### src/rtl/seq_divider_if.sv
// Request/result bundle between the datapath and the sequential divider.
// The master side issues start + operands; the slave side returns status and results.
interface seq_divider_if #(
   parameter int unsigned NUMBER_OF_BITS = 32
) ();
   logic                      start;
   logic                      signed_op;
   logic [NUMBER_OF_BITS-1:0] dividend;
   logic [NUMBER_OF_BITS-1:0] divisor;
   logic                      busy;
   logic                      done;
   logic [NUMBER_OF_BITS-1:0] quotient;
   logic [NUMBER_OF_BITS-1:0] remainder;
   logic                      div_by_zero;

   modport master (
      output start, signed_op, dividend, divisor,
      input  busy, done, quotient, remainder, div_by_zero
   );

   modport slave (
      input  start, signed_op, dividend, divisor,
      output busy, done, quotient, remainder, div_by_zero
   );
endinterface

### src/rtl/seq_divider.sv
// Multi-cycle restoring divider for DIV/DIVU/REM/REMU with RV32M corner cases.
// One trial subtraction per cycle on operand magnitudes; signs are applied at FINISH.
module seq_divider #(
   parameter int unsigned NUMBER_OF_BITS = 32
) (
   input  logic         clk,
   input  logic         rst,
   seq_divider_if.slave bus
);
   localparam int unsigned N    = NUMBER_OF_BITS;
   localparam int unsigned CntW = $clog2(N + 1);
   localparam logic [CntW-1:0] LastIter = CntW'(N - 1);
   localparam logic [N-1:0]    MinNeg   = {1'b1, {(N - 1){1'b0}}};

   typedef enum logic [1:0] {
      StIdle   = 2'b00,
      StRun    = 2'b01,
      StFinish = 2'b10
   } state_e;

   state_e          state_q, state_d;
   // dvd holds the dividend magnitude and collects quotient bits from the LSB
   logic [N-1:0]    dvd_q, dvd_d;
   logic [N-1:0]    dvs_q, dvs_d;
   // Kept partial remainder is always below the divisor, so N bits hold it;
   // the trial subtraction itself runs N+1 bits wide.
   logic [N-1:0]    rem_q, rem_d;
   logic [CntW-1:0] cnt_q, cnt_d;
   logic            q_neg_q, q_neg_d;
   logic            r_neg_q, r_neg_d;
   logic            div0_q, div0_d;
   logic            ovf_q, ovf_d;
   logic            busy_q, busy_d;
   logic            done_q, done_d;
   logic [N-1:0]    quot_q, quot_d;
   logic [N-1:0]    rmd_q, rmd_d;
   logic            dz_q, dz_d;

   logic [N:0]      shifted;
   logic [N:0]      trial;
   logic [N-1:0]    dvd_orig;

   // Next-state, datapath and registered-output computation
   always_comb begin
      state_d = state_q;
      dvd_d   = dvd_q;
      dvs_d   = dvs_q;
      rem_d   = rem_q;
      cnt_d   = cnt_q;
      q_neg_d = q_neg_q;
      r_neg_d = r_neg_q;
      div0_d  = div0_q;
      ovf_d   = ovf_q;
      done_d  = 1'b0;
      quot_d  = quot_q;
      rmd_d   = rmd_q;
      dz_d    = dz_q;

      shifted  = {rem_q, dvd_q[N-1]};
      trial    = shifted - {1'b0, dvs_q};
      // Re-applying the dividend sign to its magnitude recovers the original value,
      // including the most-negative case, so no extra operand copy is needed.
      dvd_orig = r_neg_q ? -dvd_q : dvd_q;

      case (state_q)
         StIdle: begin
            if (bus.start) begin
               dvd_d   = (bus.signed_op && bus.dividend[N-1]) ? -bus.dividend : bus.dividend;
               dvs_d   = (bus.signed_op && bus.divisor[N-1]) ? -bus.divisor : bus.divisor;
               q_neg_d = bus.signed_op & (bus.dividend[N-1] ^ bus.divisor[N-1]);
               r_neg_d = bus.signed_op & bus.dividend[N-1];
               div0_d  = (bus.divisor == '0);
               ovf_d   = bus.signed_op && (bus.dividend == MinNeg) && (bus.divisor == '1);
               rem_d   = '0;
               cnt_d   = '0;
               state_d = StRun;
            end
         end
         StRun: begin
            if (div0_q || ovf_q) begin
               state_d = StFinish;
            end else begin
               if (!trial[N]) begin
                  rem_d = trial[N-1:0];
                  dvd_d = {dvd_q[N-2:0], 1'b1};
               end else begin
                  rem_d = shifted[N-1:0];
                  dvd_d = {dvd_q[N-2:0], 1'b0};
               end
               cnt_d = cnt_q + 1'b1;
               if (cnt_q == LastIter) begin
                  state_d = StFinish;
               end
            end
         end
         StFinish: begin
            done_d  = 1'b1;
            state_d = StIdle;
            if (div0_q) begin
               quot_d = '1;
               rmd_d  = dvd_orig;
               dz_d   = 1'b1;
            end else if (ovf_q) begin
               quot_d = MinNeg;
               rmd_d  = '0;
               dz_d   = 1'b0;
            end else begin
               quot_d = q_neg_q ? -dvd_q : dvd_q;
               rmd_d  = r_neg_q ? -rem_q : rem_q;
               dz_d   = 1'b0;
            end
         end
         default: state_d = StIdle;
      endcase

      busy_d = (state_d != StIdle);
   end

   // State and output registers with asynchronous clear
   always_ff @(posedge clk or posedge rst) begin
      if (rst) begin
         state_q <= StIdle;
         dvd_q   <= '0;
         dvs_q   <= '0;
         rem_q   <= '0;
         cnt_q   <= '0;
         q_neg_q <= 1'b0;
         r_neg_q <= 1'b0;
         div0_q  <= 1'b0;
         ovf_q   <= 1'b0;
         busy_q  <= 1'b0;
         done_q  <= 1'b0;
         quot_q  <= '0;
         rmd_q   <= '0;
         dz_q    <= 1'b0;
      end else begin
         state_q <= state_d;
         dvd_q   <= dvd_d;
         dvs_q   <= dvs_d;
         rem_q   <= rem_d;
         cnt_q   <= cnt_d;
         q_neg_q <= q_neg_d;
         r_neg_q <= r_neg_d;
         div0_q  <= div0_d;
         ovf_q   <= ovf_d;
         busy_q  <= busy_d;
         done_q  <= done_d;
         quot_q  <= quot_d;
         rmd_q   <= rmd_d;
         dz_q    <= dz_d;
      end
   end

   assign bus.busy        = busy_q;
   assign bus.done        = done_q;
   assign bus.quotient    = quot_q;
   assign bus.remainder   = rmd_q;
   assign bus.div_by_zero = dz_q;
endmodule

### src/flat_wrapper.sv
// flat-port wrapper written by rule: the top's interface ports become plain ports
module seq_divider_flat 
#(
   parameter int unsigned NUMBER_OF_BITS = 32
)
  (clk, rst, bus_start, bus_signed_op, bus_dividend, bus_divisor, bus_busy, bus_done, bus_quotient, bus_remainder, bus_div_by_zero);
  seq_divider_if #(.NUMBER_OF_BITS(NUMBER_OF_BITS)) bus_i ();
  input  logic clk;
  input  logic rst;
  input wire logic [$bits(bus_i.start)-1:0] bus_start;
  input wire logic [$bits(bus_i.signed_op)-1:0] bus_signed_op;
  input wire logic [$bits(bus_i.dividend)-1:0] bus_dividend;
  input wire logic [$bits(bus_i.divisor)-1:0] bus_divisor;
  output wire logic [$bits(bus_i.busy)-1:0] bus_busy;
  output wire logic [$bits(bus_i.done)-1:0] bus_done;
  output wire logic [$bits(bus_i.quotient)-1:0] bus_quotient;
  output wire logic [$bits(bus_i.remainder)-1:0] bus_remainder;
  output wire logic [$bits(bus_i.div_by_zero)-1:0] bus_div_by_zero;
  assign bus_i.start = bus_start;
  assign bus_i.signed_op = bus_signed_op;
  assign bus_i.dividend = bus_dividend;
  assign bus_i.divisor = bus_divisor;
  assign bus_busy = bus_i.busy;
  assign bus_done = bus_i.done;
  assign bus_quotient = bus_i.quotient;
  assign bus_remainder = bus_i.remainder;
  assign bus_div_by_zero = bus_i.div_by_zero;
  seq_divider #(.NUMBER_OF_BITS(NUMBER_OF_BITS)) u_core (.clk(clk), .rst(rst), .bus(bus_i));
endmodule
### config.mk
export PLATFORM = sky130hd
export DESIGN_NAME = seq_divider_flat
export DESIGN_NICKNAME = d
export VERILOG_FILES = /design/src/rtl/seq_divider_if.sv /design/src/rtl/seq_divider.sv /design/src/flat_wrapper.sv
export SDC_FILE = /design/constraint.sdc
export NUM_CORES = 1
export LEC_CHECK = 0
export CORE_MARGIN = 2
export CORE_UTILIZATION = 49
export DETAILED_ROUTE_END_ITERATION = 7
export PLACE_DENSITY = 0.74
export SYNTH_ARGS = -nofsm -noshare
export SYNTH_HDL_FRONTEND = slang
export SYNTH_SLANG_ARGS = --single-unit
### constraint.sdc
create_clock -name clk -period 6 [get_ports clk]
set_input_delay 0.9 -clock clk [delete_from_list [all_inputs] [get_ports clk]]
set_output_delay 0.9 -clock clk [all_outputs]
set_load 0.01 [all_outputs]
# Yosys cells after proc, flatten, opt, wreduce, memory -nomap -nowiden
# Index checks and enable logic that the tools add are counted.
# totals
ramBits	0
latch_bits	0
romBits	0
elab_cells	67
register_bits	175
mem_count	0
# op_classes
muxes	26
reduce_logical	11
magnitude_cmp	0
multipliers	0
shifts	0
n_eq_ne	7
n_div	0
n_bitwise	3
n_addsub	6
# op_table
cell	count
$mux W32	14
$neg A32 Y32	4
$pmux W32 S2	2
$eq A32 B32 Y1 const B	2
$sub A33 B32 Y33	1
$logic_not A32 Y1	1
$mux W6	2
$pmux W6 S2	1
$add A6 B1 Y6 const B	1
$eq A6 B5 Y1 const B	1
$mux W2	3
$logic_and A1 B1 Y1	4
$ne A2 B2 Y1 const B	2
$pmux W2 S2	1
$reduce_bool A2 Y1	2
$mux W1	3
$reduce_and A3 Y1	1
$and A1 B1 Y1	2
$eq A2 B1 Y1 const B	1
$eq A2 B2 Y1 const B	1
$logic_not A2 Y1	1
$reduce_and A2 Y1	1
$logic_or A1 B1 Y1	1
$xor A1 B1 Y1	1

# Depth between registers and ports, before layout
# depth
word_depth	5
depth_mapped	13

# Least setup slack after synthesis
# No wires, ideal clock.
# synth_path
path_type	register to register
start	register u_core.dvd_q[7]
end	register u_core.rmd_q[31] (netlist: u_core.bus.remainder[31])
path_slack_ns	2.691
setup_time_ns	0.126
path_stages_with_launch	12
required_time_ns	5.874
t_arrival_ns	3.183
n_path_buf	2
path_cell_list	dfrtp_1 -> buf_6 -> or4_4 -> or4_4 -> or3b_1 -> buf_2 -> or3_4 -> or3_4 -> nand2_2 -> xnor2_1 -> a221oi_1 -> nor2_1
# synth_between
elab_chain_len	3
# synth_lines
item	line_no	rtl
from (decl)	seq_divider.sv:23	logic [N-1:0] dvd_q, dvd_d;
from (signal assigned)	seq_divider.sv:138	dvd_q <= dvd_d;
$neg A32 Y32	seq_divider.sv:63	dvd_orig = r_neg_q ? -dvd_q : dvd_q;
$mux W32	seq_divider.sv:63	
$mux W32	seq_divider.sv:99	if (div0_q) begin
to (signal assigned)	seq_divider.sv:149	rmd_q <= rmd_d;
to (decl)	seq_divider.sv:36	logic [N-1:0] rmd_q, rmd_d;
# Every way passes these cells.
# A chain may end at the register's enable or synchronous reset.

# Worst setup path in the final report
# layout_path
start	register u_core.rem_q[6]
end	register u_core.rem_q[19]
# layout_between
elab_chain_len	4
# layout_lines
item	line_no	rtl
from (decl)	seq_divider.sv:27	logic [N-1:0] rem_q, rem_d;
from (signal assigned)	seq_divider.sv:140	rem_q <= rem_d;
$sub A33 B32 Y33	seq_divider.sv:60	trial = shifted - {1'b0, dvs_q};
$mux W32	seq_divider.sv:83	if (!trial[N]) begin
$mux W32	seq_divider.sv:80	if (div0_q || ovf_q) begin
$pmux W32 S2	seq_divider.sv:65	case (state_q)
# Every way passes these cells. The select of a mux whose other input is x is not followed.

==> impl_metrics.env <==
export IMPL_worst_path_buf_inv=1
export IMPL_syn_nets=1662
export IMPL_synth_edf_count=0
export IMPL_slowest_stage="o21ai_0"
export IMPL_post_route_period_util_pct=64.8
export IMPL_finalSetupViolCount=0
export IMPL_core_mm2=0.0245
export IMPL_reg2reg_depth=11
export IMPL_drc_errors=0
export IMPL_cts_resized=0
export IMPL_htreeDepth=4
export IMPL_grt_pass1_wl_um=56800
export IMPL_fin_area_mm2=0.0144
export IMPL_dr_pass1_iters=5
export IMPL_min_to="u_core.bus.quotient[5]"
export IMPL_globalplace_congestion=0.908
export IMPL_min_path_cells=2
export IMPL_yosys_area_share_adder_pct=4.04
export IMPL_met3_usage_pct=4.67
export IMPL_holdWs_ps=475
export IMPL_clockPowerShare_pct=13.2
export IMPL_synth_seq_cells=175
export IMPL_synth_area_leader_cell="dfrtp_1"
export IMPL_grt_start_max_net_pins=103
export IMPL_synth_compound_area_share_pct=21.4
export IMPL_ctsHoldBuffers=0
export IMPL_worstSkewPairLatency_ps=440
export IMPL_grt_overflow=0
export IMPL_via_count=11500
export IMPL_die_h_um=162
export IMPL_slew_headroom_pct=26.6
export IMPL_grt_use_total_pct=27.0
export IMPL_synth_top_family_by_area="compound AO/OA/AOI/OAI gates"
export IMPL_ant_nets=0
export IMPL_syn_avg_cell_area_um2=7.90
export IMPL_seqPwrFrac_pct=28.5
export IMPL_period_minus_slack_ps=3890
export IMPL_cts_reportedPaths_clkPinSlew_ps=80
export IMPL_antenna_cells=0
export IMPL_finalSetupTns_ps=0
export IMPL_power_leakage_nw=5.93
export IMPL_worstHoldStart="u_core.bus.quotient[5]"
export IMPL_synthMuxAreaShare_pct=0.734
export IMPL_antenna_found_initial=0
export IMPL_worstPathArrival_ps=4190
export IMPL_clockBufferDepth=2
export IMPL_maxCapViolations=0
export IMPL_switching_share_pct=46.8
export IMPL_fp_dieW_um=162
export IMPL_place_hpwl_um=25800
export IMPL_synth_simple_area_share_pct=21.1
export IMPL_first_iter_violations=1190
export IMPL_dp_cells=1930
export IMPL_path_cells="ha_1 > a21oi_1 > nand2_1 > o21ai_0 > o211ai_1 > a22o_1 > a311o_2 > buf_4 > and2_1 > a22oi_1 > o21ai_0"
export IMPL_crit_type="flip-flop to flip-flop"
export IMPL_busiest_layer="met2"
export IMPL_min_path_type="flip-flop to flip-flop"
export IMPL_crit_fanout=36
export IMPL_rrSetupSlack_ps=2110
export IMPL_io_buffers=134
export IMPL_cpPeakStageDelay_ps=570
export IMPL_fmax_mhz=257
export IMPL_p_per_area_mw_per_mm2=601
export IMPL_synth_area_mm2=0.0123
export IMPL_totalWireLength_um=34900
export IMPL_cts_inserted_buffers=17
export IMPL_area_delta_synth_final_pct=17.3
export IMPL_use_met1_pct=38.2
export IMPL_fin_cells=1962
export IMPL_netlist_top_cells_area="dfrtp_1 (36%), xnor2_1 (7.7%), o21ai_0 (7.6%)"
export IMPL_reg2reg_from="u_core.rem_q[6]"
export IMPL_r2r_end="u_core.rem_q[19]"
export IMPL_drive_above_1_share_pct=4.27
export IMPL_fin_worst_skew_ps=11.6
export IMPL_io_pins=135
export IMPL_rsz0062_at_grt="false"
export IMPL_wl_per_cell_um=17.8
export IMPL_power_frac_comb_pct=58.3
export IMPL_grt_pass1_vias=10900
export IMPL_cp_top_family="compound AO/OA/AOI/OAI gates"
export IMPL_synth_top_area_share_pct=35.7
export IMPL_finalHoldViolCount=0
export IMPL_row_count=57
export IMPL_fin_nets=1732
export IMPL_dpl_instance_area_mm2=0.0138
export IMPL_initial_core_util_pct=50.2
export IMPL_cp_end_kind="flip-flop"
export IMPL_synthFlopType="dfrtp_1"
export IMPL_grtUsageMet2_pct=42.1
export IMPL_power_total_mw=8.66
export IMPL_ys_seq_area_share_pct=35.7
export IMPL_cpMostUsedCell="o21ai_0"
export IMPL_switchingPower_mw=4.05
export IMPL_ir_worst_vdd_mv=0.284
export IMPL_cts_root_buffer_cell="clkbuf_16"
export IMPL_slew_viol_final=0
export IMPL_status="complete, no violations"
export IMPL_ys_warn_count=0
export IMPL_synth_async_reset_ratio_pct=100
export IMPL_cts_tree="done"
export IMPL_startpoint_type="flip-flop"
export IMPL_worstMarginPinSlew_ps=1100
export IMPL_synth_cells=1555
export IMPL_viasPerCell=5.87
export IMPL_yosysUniqueCellTypes=63
export IMPL_required_ps=6310
export IMPL_cts_sinks=175
export IMPL_post_cts_buffers=0
export IMPL_internal_power_mw=4.61
export IMPL_dieArea_mm2=0.0263
export IMPL_synth_xor_area_share_pct=12.6
## worst max-delay path by stage
stage / from / to / cells after the start
floorplan: rst / u_core.bus.busy / 1
global placement: bus_dividend[12] / u_core.dvd_q[30] / 10
detailed placement: bus_dividend[12] / u_core.dvd_q[30] / 10
CTS: u_core.rem_q[6] / u_core.rem_q[21] / 11
global route: u_core.dvd_q[31] / u_core.rem_q[19] / 13
finish: u_core.rem_q[6] / u_core.rem_q[19] / 11
## power by group through the flow
stage               registers [mW]  clock network (mW)  logic, mW
finish                        2.47                1.14       5.05
global route                  2.55                1.21       5.64
CTS                           2.45                1.15       5.02
detailed placement            2.47                   0       4.97
global placement              2.46                   0       4.86
floorplan                     2.25                   0       3.65
## cell usage after synthesis (all sizes together) (11+ instances only)
cell type / instances
a21o: 18
a21oi: 98
a221oi: 30
buf: 15
clkbuf: 81
dfrtp: 175
ha: 38
inv: 46
nand2: 241
nand2b: 11
nand3: 15
nand4: 13
nor2: 178
nor3: 24
nor4: 13
o21ai: 187
o31ai: 23
o41ai: 11
or3: 29
or4: 11
xnor2: 108
xor2: 69
## cell families after synthesis
kind of cell    count (synthesis)
simple gates                  579
compound gates                433
xor+xnor                      177
flops                         175
buf+inv                       143
fa+ha+maj                      39
mux                             9
## tightest hold or removal path: stages, from the launching register on
cell     delay, ps
dfrtp_1        350
nand2_1         50
nand2_1         50
## state kept, by name, indices dropped and copies added (netlist names), 2 cells and up
register / flops
u_core.bus.quotient: 32
u_core.bus.remainder: 32
u_core.cnt_q: 6
u_core.dvd_q: 32
u_core.dvs_q: 32
u_core.rem_q: 32
u_core.state_q: 2
## stage by stage
stage / setup slack [ps] / utilization, %
after floorplan: 355 / -
after global placement: 2100 / 56.4
after detailed placement: 2010 / 56.4
after CTS: 2180 / 58.9
after global routing: 1930 / 58.9
final: 2110 / 58.9
## routing by layer
layer | share of wire (%) | up-vias
li1 | - | 5544
met1 | 46 | 5506
met2 | 45 | 413
met3 | 6.9 | 56
met4 | 2.6 | 0
met5 | 0 | -
## cells in the final DEF (no fill, tap or decap), types with 23 or more instances in the layout
master / instances
nand2_1: 239
inv_1: 45
xor2_1: 69
a221oi_1: 30
nor3_1: 24
dfrtp_1: 174
a21oi_1: 98
o31ai_1: 23
clkdlybuf4s50_1: 134
nor2_1: 176
xnor2_1: 108
ha_1: 38
or3_1: 27
o21ai_0: 187
## area by class of cell
type / instances / area (um^2)
timing repair buffer: 147 / 1450
tap: 324 / 405
clock inverter: 15 / 184
sequential: 175 / 4380
inverter: 47 / 181
fill: 2179 / 10100
clock buffer: 17 / 425
multi-input combinational: 1237 / 7370
(Power assumes the default switching activity.)
==> edit 1 (config.mk and constraints unchanged) <==
The 3 states of `state_e` get a one-hot encoding in 3 bits.
--- a/src/rtl/seq_divider.sv
+++ b/src/rtl/seq_divider.sv
@@ -12,10 +12,10 @@
    localparam logic [CntW-1:0] LastIter = CntW'(N - 1);
    localparam logic [N-1:0]    MinNeg   = {1'b1, {(N - 1){1'b0}}};
 
-   typedef enum logic [1:0] {
-      StIdle   = 2'b00,
-      StRun    = 2'b01,
-      StFinish = 2'b10
+   typedef enum logic [2:0] {
+      StIdle   = 3'b001,
+      StRun    = 3'b010,
+      StFinish = 3'b100
    } state_e;
 
    state_e          state_q, state_d;
Function: no difference found for any inputs over 4 cycles, from zero or initial values and one cycle with rst high; so few cycles prove little.
==> edit 1 against the unedited design <==
Routed wire length decreased by 0.16%. Highest routed layer unchanged. Power down 1.7%. Sequential cell count up 1. Clock skew increased by 0.0018 ns. Critical path depth shrank 2. Worst hold slack better by 0.0020 ns. Fmax grew 4.3%. Synthesized area rose by 1.6%. Sequential share of layout area shrank 0.16 points. Final area grew 1.1%. First-iteration DRC count is 6.6% lower. Sequential power fell by 12%. Largest power group unchanged. Count of clock-buffer cells in the layout rose by 1. Setup slack better by 0.16 ns.
==> edit 1: results (changes against the unedited design) <==
Routing
- 2130 microns — total met3 wirelength after detailed routing, was 2400 microns
- 11600 — overall via count from detail_route, was 11500
- 1112 — Initial DRC Count, was 1190
- 17.4 microns — drt wl/cell, was 17.8 microns
- 15300 microns — met2 wirelength from detailed routing, was 15700 microns
- 16600 microns — wire length the detailed router placed on met1, was 15900 microns

Placement
- 1.86 ns — placement-stage worst setup slack, was 2.01 ns
- 1967 — number of cells in the design after placement, was 1930
- 26100 microns — HPWL Detailed, was 25800 microns

Critical path
- 0.64 ns — CP max stage delay, was 0.57 ns
- simple AND/OR/NAND/NOR gates — family with the most delay on the worst path, was compound AO/OA/AOI/OAI gates
- 10 — maximum fanout along the worst path, was 36
- sky130_fd_sc_hd__or4_4 — highest-delay cell along the critical path, was sky130_fd_sc_hd__o21ai_0
- u_core.bus.remainder[31] — endpoint of the worst register-to-register path, was u_core.rem_q[19]
- u_core.dvd_q[7] — critical path startpoint, was u_core.rem_q[6]
- 4.09 ns — data arrival time of the worst path, was 4.19 ns
- 2.27 ns — worst reg-to-reg setup slack, was 2.11 ns
- 9 — cell depth of the worst flop-to-flop path, was 11

Finish
- 3.77% — fraction of layout cells with a size suffix above 1, was 4.27%
- 1999 — count of placed standard cells in the final layout, fillers left out, was 1962
- 1763 — nets@finish, was 1732
- 0 — diode count, unchanged
- 2316 — total of fill cells in the finished design, was 2179

Yosys
- sky130_fd_sc_hd__nand2_1 (198), sky130_fd_sc_hd__a21oi_1 (185), sky130_fd_sc_hd__dfrtp_1 (175) — leading cell types by count after synthesis, was sky130_fd_sc_hd__nand2_1 (240), sky130_fd_sc_hd__o21ai_0 (187), sky130_fd_sc_hd__nor2_1 (178)
- 7.85 sq um — mean instance size in the synthesized netlist, was 7.90 sq um
- 1696 — Synth Net Count, was 1662
- 35.3% — sequential-to-total area share from yosys stat, was 35.7%
- sky130_fd_sc_hd__dfrtp_1 (35%), sky130_fd_sc_hd__xnor2_1 (8.6%), sky130_fd_sc_hd__a21oi_1 (7.4%) — top post-synthesis cells by area, was sky130_fd_sc_hd__dfrtp_1 (36%), sky130_fd_sc_hd__xnor2_1 (7.7%), sky130_fd_sc_hd__o21ai_0 (7.6%)
- 61 — distinct cell type count after synthesis, was 63

Run status
- finished clean — result of the run, unchanged

STA
- 0.0134 ns — skew final, was 0.0116 ns
- 62.2% — post-route clock period utilization, was 64.8%
- 27.6% — worst max-slew margin expressed relative to the limit, was 26.6%

Power
- 6.09 nW — static leakage, was 5.93 nW
- 0.265 mV — maximum vdd ir drop, was 0.284 mV

Global routing
- 56900 microns — first-pass GRT wire length, was 56800 microns
- 26.7% — global-route usage over all layers, was 27.0%
- 88 — largest net degree at the start of global routing, was 103

CTS
- 0 — number of buffers inserted by post-CTS setup repair, unchanged
- sky130_fd_sc_hd__clkbuf_16 — clock tree root driver cell, unchanged

[edit 1: how the worst min path moves through the flow]
stage	startpoint	end	slack, ns	cells after the start
detailed placement	u_core.dvs_q[19]	u_core.dvs_q[19]	0.47	2
CTS	u_core.dvs_q[19]	u_core.dvs_q[19]	0.49	2
global route	u_core.dvs_q[19]	u_core.dvs_q[19]	0.51	2
finish	u_core.dvs_q[17]	u_core.dvs_q[17]	0.48	2
floorplan	u_core.dvs_q[10]	u_core.dvs_q[10]	0.45	2
global placement	u_core.dvs_q[10]	u_core.dvs_q[10]	0.46	2
[edit 1: report_power, final]
group	internal, mW	switching, mW
Clock	0.590	0.527
Combinational	2.13	3.09
Sequential	1.56	0.619
Total	4.28	4.23
[edit 1: layout make-up]
cell class	count	area (sq um)	share of cell area, %
multi-input combinational	1251	7480	51.4
sequential	176	4410	30.3
tap	330	413	2.84
timing repair buffer	147	1440	9.88
clock inverter	14	154	1.06
clock buffer	18	429	2.95
inverter	63	241	1.66
[edit 1: cell families after synthesis]
kind of cell / Yosys count / share of synthesized area [%]
flops: 176 / 35.3
xor+xnor: 175 / 12.3
fa+ha+maj: 39 / 3.97
mux: 26 / 2.11
compound gates: 458 / 20.9
simple gates: 553 / 20.5
buf+inv: 162 / 4.99
[edit 1: metal layers]
metal / GRT usage, % / up-vias
met1: 39.3 / 5435
met2: 41.0 / 417
li1: - / 5680
met4: 8.77 / 0
met5: 0 / -
met3: 2.84 / 49
[edit 1: worst reg2reg max path: stages, from the launching register on]
cell and delay, ns:
sky130_fd_sc_hd__dfrtp_1 0.52, sky130_fd_sc_hd__or4_4 0.64, sky130_fd_sc_hd__nor4_2 0.27, sky130_fd_sc_hd__or4b_1 0.63, sky130_fd_sc_hd__or2_1 0.33, sky130_fd_sc_hd__or4_4 0.54
sky130_fd_sc_hd__nand2_2 0.10, sky130_fd_sc_hd__xnor2_1 0.25, sky130_fd_sc_hd__a22oi_1 0.19, sky130_fd_sc_hd__a21oi_1 0.19
[edit 1: through the flow]
stage | total power [mW] | area (sq um)
global route | 9.24 | 14600
global placement | 7.22 | 14000
detailed placement | 7.31 | 14000
finish | 8.52 | 14600
CTS | 8.45 | 14600
floorplan | 5.93 | 12500
==> edit 2 (same flow settings) <==
Without the edit above. `NUMBER_OF_BITS` is set to 32 in 3 places; all go to 16.
--- a/src/rtl/seq_divider_if.sv
+++ b/src/rtl/seq_divider_if.sv
@@ -1,7 +1,7 @@
 // Request/result bundle between the datapath and the sequential divider.
 // The master side issues start + operands; the slave side returns status and results.
 interface seq_divider_if #(
-   parameter int unsigned NUMBER_OF_BITS = 32
+   parameter int unsigned NUMBER_OF_BITS = 16
 ) ();
    logic                      start;
    logic                      signed_op;
--- a/src/rtl/seq_divider.sv
+++ b/src/rtl/seq_divider.sv
@@ -1,7 +1,7 @@
 // Multi-cycle restoring divider for DIV/DIVU/REM/REMU with RV32M corner cases.
 // One trial subtraction per cycle on operand magnitudes; signs are applied at FINISH.
 module seq_divider #(
-   parameter int unsigned NUMBER_OF_BITS = 32
+   parameter int unsigned NUMBER_OF_BITS = 16
 ) (
    input  logic         clk,
    input  logic         rst,
--- a/src/flat_wrapper.sv
+++ b/src/flat_wrapper.sv
@@ -1,7 +1,7 @@
 // flat-port wrapper written by rule: the top's interface ports become plain ports
 module seq_divider_flat 
 #(
-   parameter int unsigned NUMBER_OF_BITS = 32
+   parameter int unsigned NUMBER_OF_BITS = 16
 )
   (clk, rst, bus_start, bus_signed_op, bus_dividend, bus_divisor, bus_busy, bus_done, bus_quotient, bus_remainder, bus_div_by_zero);
   seq_divider_if #(.NUMBER_OF_BITS(NUMBER_OF_BITS)) bus_i ();
Interface: changed (resized bus_dividend, bus_divisor, bus_quotient and bus_remainder); port bits go from 135 to 71. The function was not compared with the original's and may differ.
==> edit 2 against the unedited design <==
Global-route usage down 3.5 points. Routed wire length down 54%. Critical path type unchanged. Die area down 47%. Sequential share of layout area up 1.1 points. Synthesized area down 48%. Sequential cell count down 81. Power down 49%. Setup slack better by 0.87 ns. First-iteration DRC count down 73%. Final area down 48%.
==> edit 2: results (changes against the unedited design) <==
STA
- 1.07 ns — Slew @ Worst Pin, was 1.10 ns
- 0.477 ns — post-route worst hold slack, was 0.475 ns

Placement
- 12100 microns — HPWL Detailed, was 25800 microns
- 7180 sq um — Placed Area, was 13800 sq um
- 0.891 — GP Congestion, was 0.908
- 976 — number of cells in the design after placement, was 1930

CTS
- 0.35 ns — clock insertion delay at the later pin of the skew report, was 0.44 ns

Yosys
- 19.6% — area fraction in compound gates after synthesis, was 21.4%
- sky130_fd_sc_hd__nand2_1 (117), sky130_fd_sc_hd__dfrtp_1 (94), sky130_fd_sc_hd__nor2_1 (70) — leading cell types by count after synthesis, was sky130_fd_sc_hd__nand2_1 (240), sky130_fd_sc_hd__o21ai_0 (187), sky130_fd_sc_hd__nor2_1 (178)
- 4.78% — adder and majority gate portion of the synthesized area, was 4.04%
- 36.5% — sequential-to-total area share from yosys stat, was 35.7%
- sky130_fd_sc_hd__dfrtp_1 (37%), sky130_fd_sc_hd__nand2_1 (6.8%), sky130_fd_sc_hd__xnor2_1 (5.7%) — top post-synthesis cells by area, was sky130_fd_sc_hd__dfrtp_1 (36%), sky130_fd_sc_hd__xnor2_1 (7.7%), sky130_fd_sc_hd__o21ai_0 (7.6%)
- 774 — post-synthesis instance total, was 1555

Global routing
- 26700 microns — first-pass GRT wire length, was 56800 microns
- 4.92% — met3 GRT Util, was 4.67%
- 61 — largest net degree at the start of global routing, was 103
- 37.6% — GR met2 Demand/Resource, was 42.1%
- 5373 — vias in the first global route, was 10900
- 33.0% — met1 capacity usage during global routing, was 38.2%

Routing
- 5674 — overall via count from detail_route, was 11500
- 16.4 microns — drt wl/cell, was 17.8 microns

Run status
- finished clean — result of the run, unchanged

Power
- 3.13 nW — static leakage, was 5.93 nW

Critical path
- sky130_fd_sc_hd__or3_1 — highest-delay cell along the critical path, was sky130_fd_sc_hd__o21ai_0

Finish
- 991 — count of placed standard cells in the final layout, fillers left out, was 1962
- 4.40% — fraction of layout cells with a size suffix above 1, was 4.27%

[edit 2: per-layer routing]
layer | part of all wire [%] | wire, microns | vias to the layer above
met5 | 0 | 0 | -
met4 | 0.96 | 155 | 0
met3 | 5.0 | 816 | 11
met2 | 46 | 7450 | 151
met1 | 48 | 7780 | 2729
li1 | - | - | 2783
[edit 2: area by class of cell]
cell class / count / area [sq um] / area share (%)
timing repair buffer: 76 / 746 / 10.0
inverter: 33 / 125 / 1.68
tap: 172 / 215 / 2.89
multi-input combinational: 601 / 3740 / 50.2
sequential: 94 / 2350 / 31.6
clock inverter: 4 / 22.5 / 0.302
clock buffer: 11 / 253 / 3.39
[edit 2: where the power goes]
part | switching, mW | internal (mW)
clock | 0.241 | 0.299
sequential | 0.377 | 0.920
combinational | 1.36 | 1.18
total | 1.98 | 2.40
[edit 2: critical path, delay by kind of cell (launching register included)]
kind	cells	cell delay, ns
buffers and inverters	2	0.37
DFF	1	0.42
and+or+nand+nor	3	0.84
AOI/OAI and AO/OA	4	0.68
adders and majority gates	2	0.62
